**config.mk**
```make
export PLATFORM = sky130hd
export DESIGN_NAME = shift_add_multiplier
export DESIGN_NICKNAME = d
export VERILOG_FILES = /design/src/rtl/mult_pkg.sv /design/src/rtl/ripple_carry_adder.sv /design/src/rtl/shift_add_multiplier.sv
export SDC_FILE = /design/constraint.sdc
export NUM_CORES = 1
export LEC_CHECK = 0
export BUFFER_PORTS_ARGS = -buffer_cell sky130_fd_sc_hd__buf_2
export CAP_MARGIN = 10
export CELL_PAD_IN_SITES_DETAIL_PLACEMENT = 1
export CELL_PAD_IN_SITES_GLOBAL_PLACEMENT = 1
export CORE_MARGIN = 2
export CORE_UTILIZATION = 35
export CTS_BUF_LIST = sky130_fd_sc_hd__clkbuf_4
export DETAILED_ROUTE_END_ITERATION = 6
export PLACE_DENSITY = 0.77
export SYNTH_ARGS = -nofsm -noshare
export SYNTH_HDL_FRONTEND = slang
export SYNTH_HIERARCHICAL = 1
export SYNTH_SLANG_ARGS = --single-unit
```
**constraint.sdc**
```tcl
create_clock -name clk -period 2.4 [get_ports clk]
set_input_delay 0.48 -clock clk [delete_from_list [all_inputs] [get_ports clk]]
set_output_delay 0.48 -clock clk [all_outputs]
set_load 0.02 [all_outputs]
```
**src/rtl/mult_pkg.sv**
```systemverilog
// mult_pkg: shared definitions for the shift-and-add multiplier.
//   - state_t : control FSM encoding (IDLE, RUN, DONE)
//   - MULT_N  : default operand width
//   - cnt_w() : iteration counter width for an N-bit operand (min 1)
package mult_pkg;

    typedef enum logic [1:0] {
        IDLE = 2'd0,
        RUN  = 2'd1,
        DONE = 2'd2
    } state_t;

    localparam int MULT_N = 4;

    // Counter must hold 0..N-1; a single-bit counter is the floor.
    function automatic int cnt_w(input int n);
        int w;
        w = $clog2(n);
        return (w < 1) ? 1 : w;
    endfunction

endpackage : mult_pkg

```
**src/rtl/ripple_carry_adder.sv**
```systemverilog
// ripple_carry_adder: N-bit unsigned ripple-carry adder.
// Ports:
//   A, B  (in,  N) addends
//   Cin   (in,  1) carry in
//   Sum   (out, N) A + B + Cin, low N bits
//   Cout  (out, 1) carry out of the top bit
module ripple_carry_adder #(
    parameter int N = 4
) (
    input  logic [N-1:0] A,
    input  logic [N-1:0] B,
    input  logic         Cin,
    output logic [N-1:0] Sum,
    output logic         Cout
);

    logic [N:0] c;

    assign c[0] = Cin;

    for (genvar i = 0; i < N; i++) begin : g_fa
        assign Sum[i]  = A[i] ^ B[i] ^ c[i];
        assign c[i+1]  = (A[i] & B[i]) | (c[i] & (A[i] ^ B[i]));
    end

    assign Cout = c[N];

endmodule : ripple_carry_adder

```
**src/rtl/shift_add_multiplier.sv**
```systemverilog
// shift_add_multiplier: sequential unsigned N x N -> 2N multiplier using
// shift-and-add, one partial-product step per clock through a single
// ripple_carry_adder.
// Ports:
//   clk        (in,  1)  rising-edge clock
//   rst        (in,  1)  synchronous active-high reset
//   in_valid   (in,  1)  operands A/B valid
//   in_ready   (out, 1)  operands accepted this cycle (IDLE only)
//   A          (in,  N)  multiplicand, unsigned
//   B          (in,  N)  multiplier, unsigned
//   out_valid  (out, 1)  Product valid (DONE)
//   out_ready  (in,  1)  consumer takes Product
//   Product    (out, 2N) A*B, unsigned
// Build option: define MULT_ZERO_SKIP_EN to bypass the iterations when
// either operand is zero (result ready the cycle after accept).
module shift_add_multiplier
    import mult_pkg::*;
#(
    parameter int N = MULT_N
) (
    input  logic           clk,
    input  logic           rst,
    input  logic           in_valid,
    output logic           in_ready,
    input  logic [N-1:0]   A,
    input  logic [N-1:0]   B,
    output logic           out_valid,
    input  logic           out_ready,
    output logic [2*N-1:0] Product
);

    localparam int               CNT_W = cnt_w(N);
    localparam logic [CNT_W-1:0] LAST  = CNT_W'(N - 1);

    state_t           state;
    logic [N-1:0]     mcand;
    logic [2*N-1:0]   p;
    logic [CNT_W-1:0] cnt;

    logic [N-1:0]     add_sum;
    logic             add_cout;
    logic             step_c;
    logic [N-1:0]     step_hi;

    // Add stage: upper half of P plus the multiplicand.
    ripple_carry_adder #(.N(N)) u_add (
        .A    (p[2*N-1:N]),
        .B    (mcand),
        .Cin  (1'b0),
        .Sum  (add_sum),
        .Cout (add_cout)
    );

    // Take the sum only when the current multiplier bit is set; the adder
    // carry becomes the new MSB so no bit of the product is ever lost.
    always_comb begin
        step_c  = 1'b0;
        step_hi = p[2*N-1:N];
        if (p[0]) begin
            step_c  = add_cout;
            step_hi = add_sum;
        end
    end

    always_ff @(posedge clk) begin
        if (rst) begin
            state     <= IDLE;
            in_ready  <= 1'b1;
            out_valid <= 1'b0;
            mcand     <= '0;
            p         <= '0;
            cnt       <= '0;
        end else begin
            case (state)
                IDLE: begin
                    if (in_valid) begin
                        mcand    <= A;
                        cnt      <= '0;
                        in_ready <= 1'b0;
`ifdef MULT_ZERO_SKIP_EN
                        if (A == '0 || B == '0) begin
                            p         <= '0;
                            state     <= DONE;
                            out_valid <= 1'b1;
                        end else begin
                            p     <= {{N{1'b0}}, B};
                            state <= RUN;
                        end
`else
                        p     <= {{N{1'b0}}, B};
                        state <= RUN;
`endif
                    end
                end
                RUN: begin
                    p   <= {step_c, step_hi, p[N-1:1]};
                    cnt <= cnt + CNT_W'(1);
                    if (cnt == LAST) begin
                        state     <= DONE;
                        out_valid <= 1'b1;
                    end
                end
                DONE: begin
                    // P is left untouched so Product keeps the result.
                    if (out_ready) begin
                        state     <= IDLE;
                        out_valid <= 1'b0;
                        in_ready  <= 1'b1;
                    end
                end
                default: begin
                    state     <= IDLE;
                    in_ready  <= 1'b1;
                    out_valid <= 1'b0;
                end
            endcase
        end
    end

    assign Product = p;

endmodule : shift_add_multiplier

```
* After elaboration in Yosys (flattened, before gate mapping)
Index checks and enable logic that the tools add are counted.
** Operators by class
- Add/sub/neg operators :: 1
- Equality and inequality tests :: 6
- Mux-type cells :: 16
- Bitwise operators :: 19
- Reduce and logical (&&, ||, !) cells :: 7
** Operators by type and width (number)
- one-hot mux 8 bit (2 select lines) :: 1
- AND reduction 3 bit :: 3
- 2-to-1 mux 2 bit :: 4
- 2-to-1 mux 8 bit :: 1
- AND 1 bit :: 7
- bitwise XOR 1 bit :: 7
- inequality test 2 bit, second input constant :: 3
- one-hot mux 1 bit (3 select lines) :: 2
- one-hot mux 2 bit (3 select lines) :: 1
- 2-to-1 mux 1 bit :: 5
- == test 2 bit, second input constant :: 2
- 2-to-1 mux 4 bit :: 1
- one-hot mux 2 bit (2 select lines) :: 1
- AND reduction 2 bit :: 2
- bitwise OR 1 bit :: 3
- adder 2 x 1 -> 2 bit, second input constant :: 1
- == test 2 x 1 -> 1 bit, second input constant :: 1
- zero test 2 bit :: 1
- NOT 1 bit :: 2
- nonzero test 2 bit :: 1
** Storage, ports and cells
- Register bits :: 18
- Input port bits :: 12
- Output and inout port bits :: 10
- Logic and storage cells :: 55

* Logic depth before layout (Yosys ltp)
- Depth after elaboration :: 9
- Depth in mapped cells :: 11
- Depth with buffers taken out :: 11

* Modules after synthesis
The synthesis kept the hierarchy.
** By module, submodules not included
- shift_add_multiplier :: instances 1, cells each 96, area an instance 847.1 sq um, seq. area each 360.3 sq um
- ripple_carry_adder :: instances 1, cells each 14, area an instance 117.6 sq um, seq. area each 0.0 sq um

* Least setup slack after synthesis
Ideal clock, no wire load.
- Kind :: register -> register
- Start :: register p[4], in the netlist Product[4]
- End :: register p[6], in the netlist Product[6]
- Library setup time :: 0.128 ns
- Arrival time :: 2.251 ns
- Required time :: 2.272 ns
- Path slack :: 0.022 ns
- Cell stages (with the launch flop) :: 12
- Path buffers :: 0
- Period minus slack after synthesis :: 2.378 ns
- Cell sequence :: dfxtp_1 fa_1 inv_1 fa_1 inv_1 fa_1 inv_1 fa_1 inv_1 mux2_2 a22oi_1 nor2_1
** Between the ends
- Longest elaborated chain between the ends :: 8
** Ends and longest elaborated chain
- start, declared :: RTL line shift_add_multiplier.sv:37 : logic [2*N-1:0] p;
- start signal, assigned :: RTL line shift_add_multiplier.sv:90 : p <= {{N{1'b0}}, B};
- start signal, assigned :: RTL line shift_add_multiplier.sv:96 : p <= {step_c, step_hi, p[N-1:1]};
- AND 1 bit (2 in a row) :: RTL line ripple_carry_adder.sv:23 : assign c[i+1] = (A[i] & B[i]) | (c[i] & (A[i] ^ B[i]));
- bitwise OR 1 bit :: RTL line ripple_carry_adder.sv:23
- AND 1 bit :: RTL line ripple_carry_adder.sv:23
- bitwise OR 1 bit :: RTL line ripple_carry_adder.sv:23
- bitwise XOR 1 bit :: RTL line ripple_carry_adder.sv:22 : assign Sum[i] = A[i] ^ B[i] ^ c[i];
- via add_sum[3] :: RTL line shift_add_multiplier.sv:40 : logic [N-1:0] add_sum;
- 2-to-1 mux 4 bit :: RTL line shift_add_multiplier.sv:59 : if (p[0]) begin
- one-hot mux 8 bit (2 select lines) :: RTL line shift_add_multiplier.sv:74 : case (state)
The timed path passes the listed nets, and every way through them passes these cells.
A chain may end at the register's enable or synchronous reset.

* Worst setup path after layout
Ends and elaborated chain as after synthesis.

==> key figures <==
Outcome
  – Status: finished, final reports clean

Floorplan
  – Die width: ~57 um
  – Die area: 3192 sq um
  – Die Ht: 56.50 um
  – Starting Density: 35.91%
  – I/O pin count: 22
  – Core ar.: 2686 sq um
  – Floorplan row count: 19

Finish
  – Area of the multi-input gates: 509.2 sq um
  – Share of cells above drive strength 1: ~35%
  – Register area: 365.4 sq um
  – Fin nets: 145
  – # fillers: 326
  – Ant diodes: 0
  – Finished Layout Cells: roughly 160
  – Layout area overhead: 14.53%

Synthesis
  – Mapped cell area: 964.7 sq um
  – Number of distinct library cells after synthesis: 31
  – Yosys warning total: 6
  – Ys async rst share: 0%
  – Synth Instances: 110
  – Mapped Nets: 127
  – Yosys top cell by area: dfxtp_1
  – Synth Area per Inst: around 8.8 sq um
  – Sequential fraction of the synthesis area: between 30 and 40%
  – Main synth FF type: dfxtp_1
  – EDFF count, synth: 0
  – Synthesized flop and latch total: 18
  – Share of the synthesized area in the top cell type: 37.35%
  – Top cells by count, synth: dfxtp_1, inv_1, nor2_1
  – Area contributors post-synth: dfxtp_1, fa_1, a21oi_1
  – Most common cell in the netlist: dfxtp_1

Detailed routing
  – Wire per inst: 14.03 um
  – DR pass1 iterations: 4
  – DRC viols: 0
  – Vias: 810
  – Wire length after detailed routing: 2217 um
  – Iter 0 DRT Violations: 29
  – Final ANT Viol Nets: 0
  – Via/cell ratio: roughly 5

Clocking
  – Clock latency on the worst-skew pair: slightly below 0.3 ns
  – H-tree depth: 1
  – Clock slew at reported path FFs: 0.11 ns
  – Clk sinks: 18
  – CTS hold repair buffers: 0
  – CTS Root Cell: clkbuf_4
  – Clock buffer depth: 2
  – TritonCTS clock tree: done
  – TritonCTS buffer count: 3

GRT
  – Largest net degree at the start of global routing: 19
  – Number of global-route vias before repair: 832
  – GRT Total Usage: 15.23%
  – Met1 usage: 18.42%
  – Initial antenna violation count: 0
  – Peak-usage layer in the global routing report: met2
  – GRT overflow: 0
  – M3 GR Usage: 4.839%
  – First-pass GRT wire length: 3801 um
  – Met2 usage: 26.91%

Worst setup path
  – Crit path largest cell delay: 0.48 ns
  – CP arrival: 2.46 ns
  – Data required, critical path: 2.59 ns
  – CP Class: flip-flop to flip-flop
  – CP max FO: 4
  – Setup crit start kind: flip-flop
  – Worst Setup End Kind: flip-flop
  – Crit-path slowest cell: fa_1
  – CP cell instances: fa_2 > inv_2 > fa_2 > inv_2 > fa_2 > inv_2 > fa_1 > inv_1 > mux2_4 > a22oi_2 > nor2_1

Power and ir drop
  – Worst vdd ir: 0.4608 mV
  – Pwr dens: 528.7 nW/um^2
  – Leakage: around 0.49 nW
  – Total Power: 0.5841 mW

Place
  – Placed insts: 154
  – Place WS: 0.02354 ns
  – HPWL after DPL: between 1500 and 2000 um
  – RePlAce Congestion: 0.7384
  – PortBufs: 21

STA
  – Max-slew violations: 0
  – Final worst-path cycle share: 94.79%
  – Setup WS post-layout: ~0.13 ns
  – Slew @ Worst Pin: 0.5924 ns
  – Hold WS: 0.4261 ns
  – Final setup vio count: 0
  – Setup TNS: 0 ns
  – RSZ-0062 raised after global routing: true
  – Hold Fails Final Rpt: 0
  – Fmax: 439.6 MHz
  – Clk_skew: 0.005394 ns
  – Slew margin rel.: between 60% and 70%
  – Final worst path period need: 2.275 ns

Flow run
  – Maxcap violations: 0

Worst hold path
  – HP Class: input port to flip-flop
[area by class of cell]
class                      count  area share, %
multi-input combinational     68          46.09
clock inverter                 1         0.3398
clock buffer                   3          2.039
inverter                      16          5.436
timing repair buffer          21          9.513
sequential                    18          33.07
tap                           31          3.511
[final timing paths]
path	start	to	slack [ns]	cells past startpoint
worst max-delay path	Product[4]	Product[6]	0.13	11
worst min-delay path	A[3]	mcand[3]	0.43	3
worst max register to register	Product[4]	Product[6]	0.13	11
worst min register to register	mcand[1]	mcand[1]	0.49	2
[power breakdown]
group | switching, mW | internal, mW | total (mW) | leakage [nW]
combinational | 0.0533 | 0.0419 | 0.0952 | 0.322
clock | 0.0954 | 0.0605 | 0.156 | 0.0154
sequential | 0.0200 | 0.313 | 0.333 | 0.149
[registers in the layout, indices dropped and copies added, names as in the netlist]
register	cells
Product	8
cnt	2
in_ready	1
mcand	4
out_valid	1
state	2
[placed cells by master, fill, tap and decap left out, types with 2 or more instances in the layout]
cell type   n
o21ai_0     4
o221a_2     3
dfxtp_1    16
a21oi_1    13
clkbuf_4    3
fa_2        3
buf_2      21
nand2_1     4
inv_2       3
nor2_1     15
mux2_2      2
nand2b_1    2
a22oi_1     3
mux2i_1     2
inv_1      13
[layer usage]
layer,share of wire (%),up-vias
li1,-,399
met1,44,389
met2,50,20
met3,5.8,2
met4,0.41,0
met5,0,-
[per-stage QoR]
step / area [sq um] / util (%)
2_1_floorplan: 964.7 / -
4_1_cts: 1084 / 40.34
5_1_grt: 1105 / 41.13
3_3_place_gp: 1057 / 39.36
3_5_place_dp: 1057 / 39.36
6_report: 1105 / 41.13
[critical path, delay by kind of cell, from the launching register on]
kind / cells / cell delay, ns
DFF: 1 / 0.38
buffers and inverters: 4 / 0.17
AOI/OAI and AO/OA: 1 / 0.12
adders and majority gates: 4 / 1.19
muxes: 1 / 0.25
and+or+nand+nor: 1 / 0.06
[cells by family after synthesis]
| logic type | after synthesis | synth area share [%] |
|---|---|---|
| buffers and inverters | 24 | 11.54 |
| adder cells (fa/ha/maj) | 5 | 9.598 |
| multiplexers | 5 | 5.577 |
| AND/OR/NAND/NOR | 25 | 12.84 |
| AO/OA/AOI/OAI | 32 | 22.70 |
| other | 1 | 0.3887 |
| flip-flops | 18 | 37.35 |
[what timing repair did]
item | in CTS | in global routing
buffers inserted | 0 | 0
hold endpoints to repair | 0 | 0
endpoints found under the setup margin | 0 | 1
resized for setup | 0 | 11
(Power assumes the default switching activity.)
